## config.mk

```make
export PLATFORM = sky130hd
export DESIGN_NAME = gpio_peripheral_flat
export DESIGN_NICKNAME = d
export VERILOG_FILES = /design/src/rtl/gpio_peripheral_if.sv /design/src/rtl/gpio_peripheral.sv /design/src/flat_wrapper.sv
export SDC_FILE = /design/constraint.sdc
export NUM_CORES = 1
export LEC_CHECK = 0
export ABC_AREA = 1
export CAP_MARGIN = 20
export CELL_PAD_IN_SITES_DETAIL_PLACEMENT = 0
export CELL_PAD_IN_SITES_GLOBAL_PLACEMENT = 1
export CORE_ASPECT_RATIO = 0.7
export CORE_MARGIN = 2
export CORE_UTILIZATION = 38
export CTS_BUF_LIST = sky130_fd_sc_hd__clkbuf_8
export CTS_CLUSTER_SIZE = 12
export DETAILED_ROUTE_END_ITERATION = 10
export GPL_ROUTABILITY_DRIVEN = 0
export PLACE_DENSITY = 0.93
export SYNTH_ARGS = -nofsm -noshare
export SYNTH_HDL_FRONTEND = slang
export SYNTH_SLANG_ARGS = --single-unit
```

## constraint.sdc

```tcl
create_clock -name clk -period 2.3 [get_ports clk]
set_input_delay 0.46 -clock clk [delete_from_list [all_inputs] [get_ports clk]]
set_output_delay 0.46 -clock clk [all_outputs]
set_load 0.02 [all_outputs]
```

## src/rtl/gpio_peripheral_if.sv

```systemverilog
// Bus-side signals between the memory-map decoder (device slot 2) and the GPIO slave.
// The slave returns rdata combinationally in the same cycle as sel/addr.
interface gpio_peripheral_if #(
  parameter int DATA_WIDTH = 32
);
  logic                  sel;
  logic                  mem_write;
  logic [DATA_WIDTH-1:0] addr;
  logic [DATA_WIDTH-1:0] wdata;
  logic [DATA_WIDTH-1:0] rdata;

  modport master (
    output sel,
    output mem_write,
    output addr,
    output wdata,
    input  rdata
  );

  modport slave (
    input  sel,
    input  mem_write,
    input  addr,
    input  wdata,
    output rdata
  );
endinterface

```

## src/rtl/gpio_peripheral.sv

```systemverilog
// Memory-mapped GPIO slave: registered output pins, synchronised and debounced inputs,
// sticky rising-edge flags with write-1-to-clear, and a level interrupt.
module gpio_peripheral #(
  parameter int DATA_WIDTH      = 32,
  parameter int OUT_WIDTH       = 8,
  parameter int IN_WIDTH        = 8,
  parameter int DEBOUNCE_CYCLES = 16
) (
  input  logic                 clk,
  input  logic                 rst_n,
  gpio_peripheral_if.slave     bus,
  input  logic [IN_WIDTH-1:0]  gpio_in,
  output logic [OUT_WIDTH-1:0] gpio_out,
  output logic                 irq
);

  localparam int                CNT_W    = $clog2(DEBOUNCE_CYCLES + 1);
  localparam logic [CNT_W-1:0]  CNT_LAST = CNT_W'(DEBOUNCE_CYCLES - 1);
  localparam logic [DATA_WIDTH-1:0] ADDR_OUT = DATA_WIDTH'(0);
  localparam logic [DATA_WIDTH-1:0] ADDR_IN  = DATA_WIDTH'(1);

  logic [OUT_WIDTH-1:0]            r_out;
  logic [IN_WIDTH-1:0]             r_sync1;
  logic [IN_WIDTH-1:0]             r_sync2;
  logic [IN_WIDTH-1:0]             r_stable;
  logic [IN_WIDTH-1:0]             r_flags;
  logic [IN_WIDTH-1:0][CNT_W-1:0]  r_cnt;

  logic                            w_wr_en;
  logic                            w_wr_out;
  logic                            w_wr_flag;
  logic [IN_WIDTH-1:0]             w_clr;
  logic [IN_WIDTH-1:0]             w_stable_next;
  logic [IN_WIDTH-1:0]             w_rise;
  logic [IN_WIDTH-1:0][CNT_W-1:0]  w_cnt_next;
  logic [IN_WIDTH-1:0]             w_flags_next;

  assign w_wr_en   = bus.sel & bus.mem_write;
  assign w_wr_out  = w_wr_en & (bus.addr == ADDR_OUT);
  assign w_wr_flag = w_wr_en & (bus.addr == ADDR_IN);
  assign w_clr     = w_wr_flag ? bus.wdata[16 +: IN_WIDTH] : '0;

  always_ff @(posedge clk or negedge rst_n) begin
    if (!rst_n) begin
      r_out <= '0;
    end else if (w_wr_out) begin
      r_out <= bus.wdata[OUT_WIDTH-1:0];
    end
  end

  always_ff @(posedge clk or negedge rst_n) begin
    if (!rst_n) begin
      r_sync1 <= '0;
      r_sync2 <= '0;
    end else begin
      r_sync1 <= gpio_in;
      r_sync2 <= r_sync1;
    end
  end

  // Per-bit debounce: count consecutive clocks where the synced pin disagrees with the
  // accepted level; any agreement restarts the count, so short glitches never land.
  genvar gi;
  generate
    for (gi = 0; gi < IN_WIDTH; gi++) begin : g_bit
      logic w_differs;
      logic w_accept;

      assign w_differs = r_sync2[gi] != r_stable[gi];
      assign w_accept  = w_differs && (r_cnt[gi] == CNT_LAST);

      assign w_cnt_next[gi]    = (!w_differs || w_accept) ? '0 : r_cnt[gi] + CNT_W'(1);
      assign w_stable_next[gi] = w_accept ? r_sync2[gi] : r_stable[gi];
      assign w_rise[gi]        = w_accept & r_sync2[gi];

      // A new edge outranks a simultaneous clear so no event is lost.
      assign w_flags_next[gi]  = (r_flags[gi] & ~w_clr[gi]) | w_rise[gi];
    end
  endgenerate

  always_ff @(posedge clk or negedge rst_n) begin
    if (!rst_n) begin
      r_cnt    <= '0;
      r_stable <= '0;
      r_flags  <= '0;
    end else begin
      r_cnt    <= w_cnt_next;
      r_stable <= w_stable_next;
      r_flags  <= w_flags_next;
    end
  end

  always_comb begin
    bus.rdata = '0;
    if (bus.addr == ADDR_OUT) begin
      bus.rdata[OUT_WIDTH-1:0] = r_out;
    end else if (bus.addr == ADDR_IN) begin
      bus.rdata[IN_WIDTH-1:0]  = r_stable;
      bus.rdata[16 +: IN_WIDTH] = r_flags;
    end
  end

  assign gpio_out = r_out;
  assign irq      = |r_flags;

endmodule

```

## src/flat_wrapper.sv

```systemverilog
// flat-port wrapper written by rule: the top's interface ports become plain ports
module gpio_peripheral_flat 
#(
  parameter int DATA_WIDTH      = 32,
  parameter int OUT_WIDTH       = 8,
  parameter int IN_WIDTH        = 8,
  parameter int DEBOUNCE_CYCLES = 16
)
  (clk, rst_n, gpio_in, gpio_out, irq, bus_sel, bus_mem_write, bus_addr, bus_wdata, bus_rdata);
  gpio_peripheral_if #(.DATA_WIDTH(DATA_WIDTH)) bus_i ();
  input  logic clk;
  input  logic rst_n;
  input  logic [IN_WIDTH-1:0] gpio_in;
  output logic [OUT_WIDTH-1:0] gpio_out;
  output logic irq;
  input wire logic [$bits(bus_i.sel)-1:0] bus_sel;
  input wire logic [$bits(bus_i.mem_write)-1:0] bus_mem_write;
  input wire logic [$bits(bus_i.addr)-1:0] bus_addr;
  input wire logic [$bits(bus_i.wdata)-1:0] bus_wdata;
  output wire logic [$bits(bus_i.rdata)-1:0] bus_rdata;
  assign bus_i.sel = bus_sel;
  assign bus_i.mem_write = bus_mem_write;
  assign bus_i.addr = bus_addr;
  assign bus_i.wdata = bus_wdata;
  assign bus_rdata = bus_i.rdata;
  gpio_peripheral #(.DATA_WIDTH(DATA_WIDTH), .OUT_WIDTH(OUT_WIDTH), .IN_WIDTH(IN_WIDTH), .DEBOUNCE_CYCLES(DEBOUNCE_CYCLES)) u_core (.clk(clk), .rst_n(rst_n), .bus(bus_i), .gpio_in(gpio_in), .gpio_out(gpio_out), .irq(irq));
endmodule
```

* Word level (Yosys, flattened, before mapping) *
Index checks and enable logic that the tools add are counted.

word-level totals
  output and inout bits = 41
  input port bits = 76
  bits in registers = 80
  word-level logic and storage cells = 119

operators by class
  equal/unequal tests = 17
  reduce and logical (&&, ||, !) cells = 26
  muxes and demuxes = 13
  add/subtract/negate cells = 8
  bitwise operators = 35

operator list
  cell                                             number
  adder 5 x 1 -> 5 bit (second input constant)     8
  == test 5 x 4 -> 1 bit (second input constant)   8
  two-way mux 5 bit                                8
  two-way mux 8 bit                                5
  == test 32 x 1 -> 1 bit (second input constant)  1
  logical NOT 32 bit                               1
  AND 1 bit                                        19
  logical AND 1 bit                                8
  logical NOT 1 bit                                8
  logical OR 1 bit                                 8
  inequality test 1 bit                            8
  NOT 1 bit                                        8
  bitwise OR 1 bit                                 8
  OR reduction 8 bit                               1

* Longest topological paths before layout *
Gate-level depths: netlist (run 1).

  word-level depth = 6
  mapped depth = 9
  depth with buffers taken out = 9

* Worst setup path before layout (run 1) *
OpenSTA, ideal clock, no wires.

  path type = input to output
  start point = input port bus_addr[31]
  end point = output port bus_rdata[0]
  arrival time = 1.554 ns
  path slack = 0.286 ns
  stages on the path = 7
  data required time = 1.840 ns
  cells stage by stage = nor2_1 > nand2_1 > nor2_1 > nand2_2 > nor2_8 > inv_2 > o21ai_0

between the ends
  longest elaborated chain between the ends = 3
  elaborated cells on any way between the ends = 4
  those cells by class = 1 x eq/ne; 2 x mux; 1 x reduce/logical

ends and longest elaborated chain
  element                  RTL line               text
  start: declaration       flat_wrapper.sv:18     input wire logic [$bits(bus_i.addr)-1:0] bus_addr;
  == test 32 x 1 -> 1 bit  gpio_peripheral.sv:97  end else if (bus.addr == ADDR_IN) begin
  two-way mux 8 bit        gpio_peripheral.sv:97
  two-way mux 8 bit (*)    gpio_peripheral.sv:95  if (bus.addr == ADDR_OUT) begin
  end: declaration         flat_wrapper.sv:20     output wire logic [$bits(bus_i.rdata)-1:0] bus_rdata;

Mark *: on every way between the ends. The rest lies on a longest branch, timed or not.

* Worst setup path after layout (run 1) *
  start point = input port bus_addr[25]
  end point = output port bus_rdata[17]

Same word-level chain as after synthesis.

==> impl_metrics.py, run 1 <==
metrics = {
    "die": {
        "start_util_pct": 39.6,
        "die_area_um2": 10300,
        "io_pins": 117,
        "dieWidth_um": 121,
        "num_rows": 29,
        "dieHeight_um": 85.7,
        "design.core.area_um2": 9140,
    },
    "timing": {
        "period_needed_ns": 2.23,
        "clock_skew_ns": 0.0115,
        "post-route-period-util_pct": 96.8,
        "slew_headroom_pct": 66.1,
        "finalHoldViolCount": 0,
        "setup_viol_count_final": 0,
        "max_freq_mhz": 449,
        "drv_slew": 0,
        "rsz0062_at_grt": "yes",
        "setup_ws_ns": 0.0740,
        "setup-tns-final_ns": 0,
        "tightest_slew_ns": 0.509,
    },
    "synthesis": {
        "netlist_area_um2": 3620,
        "ys_ff_latch": 80,
        "synth_flop_cell": "dfrtp_1",
        "netlist-cell-type-count": 23,
        "syn_area_per_cell_um2": 9.24,
        "syn_inst": 392,
        "synthArstFlopShare_pct": 100,
        "yosys_warnings": 0,
        "ys_seq_area_share_pct": 55.3,
        "synth_edf_count": 0,
    },
    "worst_setup_path": {
        "end_kind": "output pin",
        "crit_path_end": "bus_rdata[17]",
        "rr_worst_depth": 6,
        "crit_path_max_fanout": 8,
        "worst-r2r-setup-slack_ns": 0.67,
        "required_ns": 1.84,
        "rr_endpoint": "u_core.r_cnt[37]",
        "worstPathArrival_ns": 1.77,
        "start_kind": "primary input",
        "worstSetupStartpoint": "bus_addr[25]",
        "critPathKind": "primary input to output pin",
        "reg2reg_from": "u_core.r_cnt[35]",
    },
    "pwr": {
        "vdd_drop_max_uv": 321,
        "power_mw": 2.77,
        "powerDensity_nw_per_um2": 568,
        "leakagePower_nw": 2.35,
    },
    "drt": {
        "vias_per_cell": 4.41,
        "drtIter0Drc": 114,
        "drc": 0,
        "vias": 2747,
        "routedWlPerCell_um": 12.8,
        "dr.pass1.iters": 4,
        "routed_wl_um": 7950,
        "ant_nets": 0,
    },
    "global_routing": {
        "grt_max_degree": 44,
        "grt_pass1_vias": 2691,
        "grt_pass1_wl_um": 12600,
        "antenna_found_initial": 0,
        "grt.total_usage_pct": 15.7,
        "grt_overflow": 0,
    },
    "flow_run": {
        "maxCapViolations": 0,
    },
    "clock_network": {
        "clock_latency_ns": 0.35,
        "path_clk_slew_ns": 0.07,
        "htree_levels": 3,
        "max-clock-path-buffers": 2,
        "root_buffer": "clkbuf_8",
        "cts_tree": "done",
        "clock_sinks": 80,
        "cts_buffers": 9,
    },
    "place": {
        "dp_slack_ns": -0.735,
        "place_hpwl_um": 5610,
        "numPortBuffers": 84,
    },
    "run_status": {
        "status": "finished clean",
    },
    "final_layout": {
        "fillCellCount": 854,
        "nets": 586,
        "drive_above_1_share_pct": 14.6,
        "diodes": 0,
        "syn_to_final_growth_pct": 34.7,
    },
    "hold_path": {
        "hold_class": "primary input to async pin",
    },
}
through the flow:
| step | util [%] | area [µm²] | hold WS, ns | instances |
|---|---|---|---|---|
| 6_report | 53.4 | 4880 | 0.0730 | 623 |
| 5_1_grt | 53.4 | 4880 | 0.108 | 623 |
| 4_1_cts | 52.9 | 4830 | 0.0813 | 623 |
| 3_5_place_dp | 50.1 | 4580 | 0.335 | 600 |
| 3_3_place_gp | 50.1 | 4580 | 0.331 | 600 |
| 2_1_floorplan | - | 3680 | 0.164 | 407 |
worst min-delay path by stage:
stage	to	slack, ns
finish	u_core.r_cnt[5]	0.07
global route	u_core.r_cnt[13]	0.11
CTS	u_core.r_cnt[5]	0.08
detailed placement	u_core.r_sync2[1]	0.33
global placement	u_core.r_sync2[1]	0.33
floorplan	u_core.gpio_out[0]	0.16
layer usage:
metal	GRT usage, %	vias up	wire [µm]
li1	-	1389	-
met1	21.7	1257	3710
met2	24.1	90	3530
met3	5.05	11	636
met4	4.33	0	78
met5	0	-	0
report_power, final:
group / switching, mW / internal (mW)
combinational: 0.118 / 0.113
clock: 0.501 / 0.557
sequential: 0.0316 / 1.45
critical path: stages:
cell,delay (ns)
dlygate4sd2_1,0.23
nor2_1,0.10
nand2_1,0.06
nor2_1,0.12
nand2_2,0.11
buf_12,0.14
nor2_8,0.16
inv_8,0.08
nor2_1,0.14
buf_4,0.16
area by class of cell:
type / instances / area (µm²) / share of cell area, %
timing repair buffer: 94 / 915 / 18.7
timing repair inverter: 1 / 8.76 / 0.180
multi-input combinational: 265 / 1420 / 29.2
tap: 124 / 155 / 3.18
clock buffer: 11 / 151 / 3.10
sequential: 80 / 2000 / 41.0
inverter: 43 / 169 / 3.46
clock inverter: 5 / 55.1 / 1.13
repair_timing:
action	in CTS	in global routing
hold buffers	0	0
setup buffers	5	0
gates cloned	2	0
pin swaps	8	5
resized for setup	134	12
setup endpoints to repair	16	16
cell usage in the layout, fill, tap and decap left out, types with 3 or more instances in the layout:
cell type,instances
conb_1,16
nand2_1,65
buf_4,14
buf_12,4
inv_1,41
nor3b_1,8
ha_1,16
xor2_1,8
nand2_2,5
buf_6,5
or2_2,8
o21ai_0,8
nor2_2,6
clkdlybuf4s50_1,35
nor2_1,72
nand3_1,33
clkbuf_8,11
dlygate4sd2_1,32
xnor2_1,8
buf_2,3
dfrtp_1,80
o21ai_2,5
sequential cells by signal, summed over array words and instances (netlist names):
register	flops
u_core.r_sync1	8
u_core.r_flags	8
u_core.r_cnt	40
u_core.r_stable	8
u_core.gpio_out	8
u_core.r_sync2	8
cells in the mapped netlist, drive strengths merged (8+ instances only):
master	n	area share, %
or2	8	1.4
nand3	33	4.6
inv	42	4.4
nor2	80	8.9
nor3b	8	1.7
dfrtp	80	55
ha	16	5.5
o21ai	16	2.4
xnor2	8	1.9
nand2	70	7.4
buf	19	4.1
xor2	8	1.9
kinds of logic after synthesis:
| logic type | Yosys count | synth area share (%) |
|---|---|---|
| fa+ha+maj | 16 | 5.53 |
| flops | 80 | 55.3 |
| xor+xnor | 16 | 3.87 |
| buf+inv | 62 | 8.53 |
| other cells | 1 | 0.104 |
| compound gates | 16 | 2.42 |
| simple gates | 201 | 24.3 |
No activity file was read; power rests on OpenSTA's default activity.
==> run 2: changes to the inputs <==
--- a/config.mk
+++ b/config.mk
@@ -11,12 +11,11 @@
 export CELL_PAD_IN_SITES_GLOBAL_PLACEMENT = 1
 export CORE_ASPECT_RATIO = 0.7
 export CORE_MARGIN = 2
-export CORE_UTILIZATION = 38
-export CTS_BUF_LIST = sky130_fd_sc_hd__clkbuf_8
+export CORE_UTILIZATION = 37
 export CTS_CLUSTER_SIZE = 12
 export DETAILED_ROUTE_END_ITERATION = 10
 export GPL_ROUTABILITY_DRIVEN = 0
-export PLACE_DENSITY = 0.93
+export PLACE_DENSITY = 0.91
 export SYNTH_ARGS = -nofsm -noshare
 export SYNTH_HDL_FRONTEND = slang
 export SYNTH_SLANG_ARGS = --single-unit
==> impl_metrics.py, run 2 (synthesis results as in run 1) <==
metrics = {
    "die": {
        "dieWidth_um": 122,
        "die_area_um2": 10600,
        "dieHeight_um": 86.8,
        "io_pins": 117,
        "design.core.area_um2": 9610,
        "num_rows": 30,
        "start_util_pct": 37.7,
    },
    "global_routing": {
        "grt_max_degree": 45,
        "grt_pass1_vias": 2643,
        "grt_overflow": 0,
        "grt_pass1_wl_um": 12200,
        "antenna_found_initial": 0,
        "grt.total_usage_pct": 15.0,
    },
    "drt": {
        "vias_per_cell": 4.42,
        "ant_nets": 0,
        "routed_wl_um": 8000,
        "dr.pass1.iters": 4,
        "drtIter0Drc": 80,
        "vias": 2754,
        "drc": 0,
        "routedWlPerCell_um": 12.8,
    },
    "final_layout": {
        "nets": 583,
        "largest_reg_flops": 40,
        "regArea_um2": 2000,
        "drive_above_1_share_pct": 15.2,
        "mostFrequentLayoutCells": "dfrtp_1 (80), nor2_1 (72), nand2_1 (58), inv_1 (41), clkdlybuf4s50_1 (36)",
        "multiInputGateArea_um2": 1470,
        "fillCellCount": 875,
        "final_common_cell": "dfrtp_1",
        "layoutNonFillerInstCount": 623,
        "finish.instance_area_um2": 5020,
        "diodes": 0,
        "final_util_pct": 52.3,
        "largest_register": "u_core.r_cnt",
        "syn_to_final_growth_pct": 38.7,
    },
    "timing": {
        "post-route-period-util_pct": 97.6,
        "holdWs_ns": 0.123,
        "tightest_slew_ns": 0.551,
        "clock_skew_ns": 0.00548,
        "setup_viol_count_final": 0,
        "rsz0062_at_grt": "yes",
        "drv_slew": 0,
        "finalHoldViolCount": 0,
        "period_needed_ns": 2.24,
        "max_freq_mhz": 446,
        "slew_headroom_pct": 63.3,
    },
    "worst_setup_path": {
        "end_kind": "output pin",
        "crit_path_end": "bus_rdata[3]",
        "worstSetupStartpoint": "bus_addr[7]",
        "reg2reg_from": "u_core.r_cnt[25]",
        "critPathKind": "primary input to output pin",
        "worst-r2r-setup-slack_ns": 0.69,
        "crit_path_max_fanout": 5,
        "rr_endpoint": "u_core.r_cnt[27]",
        "start_kind": "primary input",
        "required_ns": 1.84,
        "rr_worst_depth": 6,
        "worstPathArrival_ns": 1.78,
    },
    "place": {
        "dp_cells": 606,
        "place_hpwl_um": 5710,
        "place_area_um2": 4600,
        "numPortBuffers": 84,
    },
    "pwr": {
        "powerDensity_nw_per_um2": 658,
        "vdd_drop_max_uv": 329,
        "leakagePower_nw": 2.49,
    },
    "clock_network": {
        "htree_levels": 3,
        "max-clock-path-buffers": 2,
        "path_clk_slew_ns": 0.06,
        "cts_buffers": 9,
        "clock_latency_ns": 0.32,
        "root_buffer": "clkbuf_16",
        "cts_tree": "done",
        "clock_sinks": 80,
    },
    "flow_run": {
        "maxCapViolations": 0,
    },
    "hold_path": {
        "hold_class": "primary input to async pin",
    },
    "run_status": {
        "status": "finished clean",
    },
}
[run 2: cell types whose count changed in the layout (fill, tap and decap cells not counted), moves of 4 or more]
cell | previous run | this run
clkbuf_16 | 0 | 9
clkbuf_8 | 11 | 1
dlygate4sd2_1 | 32 | 25
dlymetal6s2s_1 | 0 | 6
nand2_1 | 65 | 58
nand2_4 | 0 | 4
[run 2: how the worst min path moves through the flow]
stage | startpoint | endpoint | depth (start not counted) | slack [ns]
floorplan | rst_n | u_core.gpio_out[0] | 0 | 0.16
global placement | u_core.r_sync1[5] | u_core.r_sync2[5] | 0 | 0.33
detailed placement | u_core.r_sync1[5] | u_core.r_sync2[5] | 0 | 0.33
CTS | rst_n | u_core.r_cnt[16] | 1 | 0.14
global route | rst_n | u_core.r_cnt[15] | 1 | 0.17
finish | rst_n | u_core.r_cnt[16] | 1 | 0.12
[run 2: area by class of cell]
class	count	share of cell area, %
Inverter	43	3.36
Timing Repair Buffer	92	17.6
Tap cell	128	3.19
Clock inverter	3	1.79
Multi-Input combinational cell	265	29.3
Sequential cell	80	39.9
Clock buffer	12	4.91
[run 2: metrics by stage]
| stage | worst slack [ns] | setup TNS [ns] | total power, mW |
|---|---|---|---|
| after floorplan | 0.286 | 0 | 1.63 |
| after global placement | -0.702 | -9.02 | 1.75 |
| after detailed placement | -0.662 | -8.95 | 1.76 |
| after CTS | -0.0113 | -0.0113 | 3.35 |
| after global routing | -0.00676 | -0.0123 | 3.44 |
| final | 0.0562 | 0 | 3.31 |
[run 2: what timing repair did]
action,4_1_cts,5_1_grt
buffers inserted,2,0
hold buffers,0,0
endpoints found under the setup margin,16,17
resized for setup,126,31
pin swaps,20,11
[run 2: power by group]
part           internal (mW)  switching, mW
combinational          0.115          0.118
sequential              1.46         0.0316
clock                   1.08          0.502
[run 2: worst max-delay path, cell delays in order]
cell and delay, ns:
clkdlybuf4s50_1 0.40, nor2_1 0.08, nand2_1 0.10, nor2_2 0.11, nand2_2 0.07, nor2_4 0.13
buf_6 0.15, nand2_2 0.05, o21ai_2 0.07, buf_4 0.16
[run 2: metal layers]
metal / wire length (µm) / share of wire, % / up-vias / global-route usage [%]
met4: 65 / 0.81 / 0 / 3.45
met5: 0 / 0 / - / 0
met3: 615 / 7.7 / 8 / 4.61
met2: 3770 / 47 / 87 / 24.7
li1: - / - / 1382 / -
met1: 3550 / 44 / 1277 / 19.4
